### config.mk
export PLATFORM = sky130hd
export DESIGN_NAME = ntt_coef_unloader
export DESIGN_NICKNAME = d
export VERILOG_FILES = /design/src/rtl/ntt_coef_unloader.sv
export SDC_FILE = /design/constraint.sdc
export NUM_CORES = 1
export LEC_CHECK = 0
export CAP_MARGIN = 20
export CORE_AREA = 4 4 78 87
export CTS_BUF_LIST = sky130_fd_sc_hd__clkbuf_2 sky130_fd_sc_hd__clkbuf_4 sky130_fd_sc_hd__clkbuf_8
export DETAILED_ROUTE_END_ITERATION = 12
export DIE_AREA = 0 0 82 91
export PLACE_DENSITY = 0.63
export SYNTH_ARGS = -nofsm -noshare
export SYNTH_HDL_FRONTEND = slang
export SYNTH_SLANG_ARGS = --single-unit
export TNS_END_PERCENT = 50
### constraint.sdc
create_clock -name clk -period 2.5 [get_ports clk]
set_clock_uncertainty 0.2 [all_clocks]
set_input_delay 0.25 -clock clk [delete_from_list [all_inputs] [get_ports clk]]
set_output_delay 0.25 -clock clk [all_outputs]
set_load 0.005 [all_outputs]
### src/rtl/ntt_coef_unloader.sv
// ntt_coef_unloader
// Drains NTT/INTT result words from the wrap block's read FIFO (normal,
// non-show-ahead read mode) and presents them as an ordered valid/ready
// stream of DW-bit coefficients. The low half of each word is the even
// index and the high half is the odd index, which matches the loader's
// address_ina/address_inb pairing. One start unloads one polynomial.
//
// Optional feature: define NTT_UNLOADER_RANGE_CHECK_EN to build a sticky
// range check that flags any accepted coefficient >= Q on err. When the
// macro is undefined, err is tied low and no comparator is built.

module ntt_coef_unloader #(
   parameter int N_COEF = 256,
   parameter int DW     = 16,
   parameter int Q      = 3329
) (
   input  logic            clk,
   input  logic            rst,
   input  logic            start,
   input  logic            abort,
   input  logic [2*DW-1:0] rd_dat,
   input  logic            rd_empty,
   output logic            rd_req,
   output logic [DW-1:0]   out_coef,
   output logic [7:0]      out_index,
   output logic            out_last,
   output logic            out_valid,
   input  logic            out_ready,
   output logic            busy,
   output logic            done,
   output logic            err
);

   localparam int NWORD = N_COEF / 2;
   localparam int KW    = (NWORD > 1) ? $clog2(NWORD) : 1;

   // Configuration sanity: an odd coefficient count cannot be paired, and
   // a non-positive modulus makes the range check meaningless.
   if ((N_COEF % 2) != 0 || N_COEF < 2 || Q < 1) begin : g_bad_cfg
      $error("ntt_coef_unloader: N_COEF must be even and >= 2, Q must be >= 1");
   end

   typedef enum logic [2:0] {
      S_IDLE,
      S_FETCH,
      S_LATCH,
      S_EMIT_LO,
      S_EMIT_HI,
      S_DONE
   } state_t;

   state_t          state_q, state_d;
   logic [KW-1:0]   k_q;
   logic [2*DW-1:0] word_q;
   logic            hs;
   logic            last_word;
   logic [7:0]      idx_base;

   assign hs        = out_valid & out_ready;
   assign last_word = (k_q == KW'(NWORD - 1));
   // Even index of the current word; the odd index just sets bit 0.
   assign idx_base  = 8'({k_q, 1'b0});

   // State register.
   always_ff @(posedge clk or posedge rst) begin
      if (rst) state_q <= S_IDLE;
      else     state_q <= state_d;
   end

   // Next-state logic; abort overrides every transition.
   always_comb begin
      state_d = state_q;
      case (state_q)
         S_IDLE:    if (start)     state_d = S_FETCH;
         S_FETCH:   if (!rd_empty) state_d = S_LATCH;
         S_LATCH:                  state_d = S_EMIT_LO;
         S_EMIT_LO: if (hs)        state_d = S_EMIT_HI;
         S_EMIT_HI: if (hs)        state_d = last_word ? S_DONE : S_FETCH;
         S_DONE:                   state_d = S_IDLE;
         default:                  state_d = S_IDLE;
      endcase
      if (abort) state_d = S_IDLE;
   end

   // Moore-style outputs decoded from the current state. Coefficient and
   // index only change on a state or word change, so they hold steady
   // while the consumer stalls.
   always_comb begin
      rd_req    = 1'b0;
      out_valid = 1'b0;
      out_coef  = '0;
      out_index = '0;
      out_last  = 1'b0;
      busy      = (state_q != S_IDLE);
      done      = (state_q == S_DONE);
      case (state_q)
         S_FETCH: rd_req = !rd_empty;
         S_EMIT_LO: begin
            out_valid = 1'b1;
            out_coef  = word_q[DW-1:0];
            out_index = idx_base;
         end
         S_EMIT_HI: begin
            out_valid = 1'b1;
            out_coef  = word_q[2*DW-1:DW];
            out_index = idx_base | 8'd1;
            out_last  = last_word;
         end
         default: ;
      endcase
   end

   // Word counter: cleared while idle or on abort, advanced after the odd
   // coefficient of a non-final word is accepted.
   always_ff @(posedge clk or posedge rst) begin
      if (rst)                                     k_q <= '0;
      else if (abort || state_q == S_IDLE)         k_q <= '0;
      else if (state_q == S_EMIT_HI && hs && !last_word)
                                                   k_q <= k_q + 1'b1;
   end

   // Word register: FIFO data is valid the cycle after the pop, which is
   // the LATCH cycle. An abort discards the popped word.
   always_ff @(posedge clk or posedge rst) begin
      if (rst)                              word_q <= '0;
      else if (state_q == S_LATCH && !abort) word_q <= rd_dat;
   end

`ifdef NTT_UNLOADER_RANGE_CHECK_EN
   logic err_q;
   logic out_of_range;

   assign out_of_range = (32'(out_coef) >= 32'(Q));

   // Sticky range flag: cleared by an accepted start, set by any accepted
   // coefficient at or above the modulus.
   always_ff @(posedge clk or posedge rst) begin
      if (rst)                                      err_q <= 1'b0;
      else if (state_q == S_IDLE && start && !abort) err_q <= 1'b0;
      else if (hs && out_of_range && !abort)        err_q <= 1'b1;
   end

   assign err = err_q;
`else
   assign err = 1'b0;
`endif

endmodule
==> results.tsv <==
stage	metric	value	unit
run_status	status	finished clean	
critical_path	crit start category	flop	
synthesis	Netlist cell types	32	
drt	Via-to-Cell Ratio	4.74	
cts	total number of H-tree levels	2	
floorplanning	initial cell density of the core	0.348	
timing	Final Cycle Share	0.949	
cts	Num CTS Buffers	5	
synthesis	Mapped Cells	160	
drt	met1 WL	1.96	mm
synthesis	Post-synth top cells	dfrtp_1 (42), mux2_2 (30), a22o_1 (16)	
placed_design	DP Wirelength	3.11	mm
timing	final setup TNS	0	ns
synthesis	Area contributors post-synth	dfrtp_1 (52%), mux2_2 (17%), a22o_1 (6.9%)	
timing	final slew viol count	0	
layout	fin nets	268	
timing	min Tclk post-route	2.37	ns
timing	final setup fails	0	
layout	Layout area overhead	41.6	%
power	sw frac	0.243	
synthesis	Yosys top cell by area	dfrtp_1	
synthesis	warnings from Yosys	0	
critical_path	CP arrival	1.92	ns
synthesis	asr flop ratio synth	1.00	
floorplanning	Die Wd	82	µm
synthesis	Yosys top cell area share	0.519	
drt	drt wl/cell	14.1	µm
cts	clock-pin transition on the worst setup and hold timing paths	0.08	ns
drt	WL met3	337	µm
layout	fraction of layout cells with a size suffix above 1	0.222	
synthesis	most used flip-flop cell after synthesis	dfrtp_1	
drt	DRC	0	
floorplanning	std cell rows	29	
placed_design	I/O Buffers	66	
synthesis	top-count cell post-synth	dfrtp_1	
power	sequential power share	0.557	
power	Power Density	647	nW/µm²
cts	Clock Path Buffers	2	
critical_path	Max Fanout on Critical Path	10	
timing	RSZ-0062 raised after global routing	no	
placed_design	Placer Congestion	0.817	
worst_hold_path	Hold Path Class	in2async	
timing	Worst-Margin Slew	0.774	ns
timing	fmax	0.422	GHz
drt	Routed WL	4.33	mm
global_route	initial antenna violation count	0	
synthesis	flops & latches, synth	42	
cts	Post-CTS Resized	0	
synthesis	Seq/Total Area, Yosys	0.519	
timing	Hold Fails Final Rpt	0	
drt	DRT antenna net count	0	
power	overall power	1.85	mW
cts	clock latency on the worst-skew pair	0.29	ns
cts	# Post-CTS Setup Buffers	0	
critical_path	required time of the critical path	2.05	ns
layout	fin cells	307	
floorplanning	die height	91	µm
critical_path	critical path type	reg2out	
cts	clk sink count	42	
power	Pint	1.40	mW
cts	TritonCTS clock tree	yes	
floorplanning	Die ar.	7460	µm²
drt	number of DRC markers in iteration 0	34	
global_route	global-route wire length before repair	7.22	mm
layout	diode count	0	
drt	met2 routed WL	2.01	mm
synthesis	Syn Area/Cell	12.6	µm²
global_route	largest net degree at the start of global routing	33	
power	Leak Pwr	1.17	nW
synthesis	Post-synth EDFFs	0	
placed_design	placed cell count	299	
cts	# hold bufs at CTS	0	
drt	vias	1455	
cts	clock root cell	clkbuf_8	
drt	TritonRoute pass-1 iters	4	
power	P_sw	0.450	mW
layout	fill cell count	552	
drt	uppermost layer routed	met4	
run	total of max-cap violations	0	
floorplanning	I/O Pins	68	
global_route	total track usage	0.123	
synthesis	Mapped Nets	199	
global_route	GR Overflow Total	0	
timing	Max-slew headroom	0.480	
synthesis	Netlist Area Pre-Place	2020	µm²
power	Peak supply drop	0.371	mV
power	Comb power frac	0.196	
floorplanning	core area	5810	µm²
critical_path	crit end category	output port	
power	share of total power in the clock network	0.247	
global_route	vias in the first global route	1534	
## power by group through the flow
stage,Clock [mW],Combinational (mW),Sequential [mW]
after floorplan,0,0.265,1.00
after global placement,0,0.360,1.04
after detailed placement,0,0.370,1.05
after CTS,0.472,0.372,1.03
after global routing,0.499,0.401,1.07
final,0.458,0.363,1.03
## registers in the layout (all words and copies together), names as in the netlist
signal   flops
state_q      3
word_q      32
k_q          7
## stage by stage
stage | setup WS [ns] | instance area [µm²] | utilization | hold slack [ns]
global placement | 0.345 | 2770 | 0.476 | 0.269
finish | 0.129 | 2860 | 0.493 | 0.104
CTS | 0.00685 | 2860 | 0.493 | 0.131
global route | 0.0109 | 2860 | 0.493 | 0.155
detailed placement | 0.325 | 2770 | 0.476 | 0.282
floorplan | 0.760 | 2020 | - | 0.116
## routing by layer
metal,up-vias,GRT usage
met2,43,0.189
met3,2,0.0406
li1,713,-
met4,0,0.0332
met1,697,0.166
met5,-,0
## cells by family after synthesis
kind of cell,count (synthesis),share of synthesized area
DFF,42,0.519
and+or+nand+nor,38,0.114
muxes,33,0.183
AOI/OAI and AO/OA,27,0.108
buffers and inverters,13,0.0458
xor gates and xnor gates,5,0.0216
adders and majority gates,1,0.00618
other,1,0.00185
## layout by cell type (no fill, tap or decap), types with 2 or more instances in the layout
master / netlist / routed
and3_1: 2 / 2
nand2b_1: 3 / 3
dfrtp_1: 42 / 39
o21ai_0: 2 / 2
mux2_2: 30 / 30
clkdlybuf4s50_1: 0 / 66
o211ai_1: 2 / 2
nor2_1: 12 / 12
nand2_1: 2 / 2
dfrtp_2: 0 / 3
xor2_1: 5 / 5
nand3_1: 3 / 3
nor3_1: 3 / 3
inv_1: 4 / 3
clkbuf_8: 0 / 6
buf_12: 0 / 2
a21oi_1: 2 / 2
a22o_1: 16 / 16
and2_1: 8 / 8
buf_4: 3 / 3
mux2_1: 2 / 2
## critical path: stages, from the launching register on
cell and delay (ns):
dfrtp_2 0.48, nor3b_4 0.25, buf_4 0.23, a22o_1 0.16
clkdlybuf4s50_1 0.51
## worst paths after layout
path | startpoint | end | slack (ns) | depth (start not counted)
min reg2reg | word_q[15]$_DFFE_PP0P_ | word_q[15]$_DFFE_PP0P_ | 0.30 | 1
min | rst | k_q[0]$_DFFE_PP0P_ | 0.10 | 2
max in group asynchronous | rst | word_q[31]$_DFFE_PP0P_ | 1.48 | 3
max | state_q[2]$_DFFE_PP0P_ | out_coef[15] | 0.13 | 4
max reg2reg | k_q[0]$_DFFE_PP0P_ | k_q[1]$_DFFE_PP0P_ | 0.72 | 5
min in group clk | word_q[15]$_DFFE_PP0P_ | word_q[15]$_DFFE_PP0P_ | 0.30 | 1
## cell type report
cell class	instances	area (µm²)	share of cell area
clock buffers	7	90.1	0.0315
well taps	77	96.3	0.0336
flip-flops and latches	42	1050	0.368
inverters	4	15.0	0.00524
multi-input cells	105	880	0.307
repair buffers	71	723	0.253
clock inverters	1	5.00	0.00175
Power figures use the tool's default switching activity.
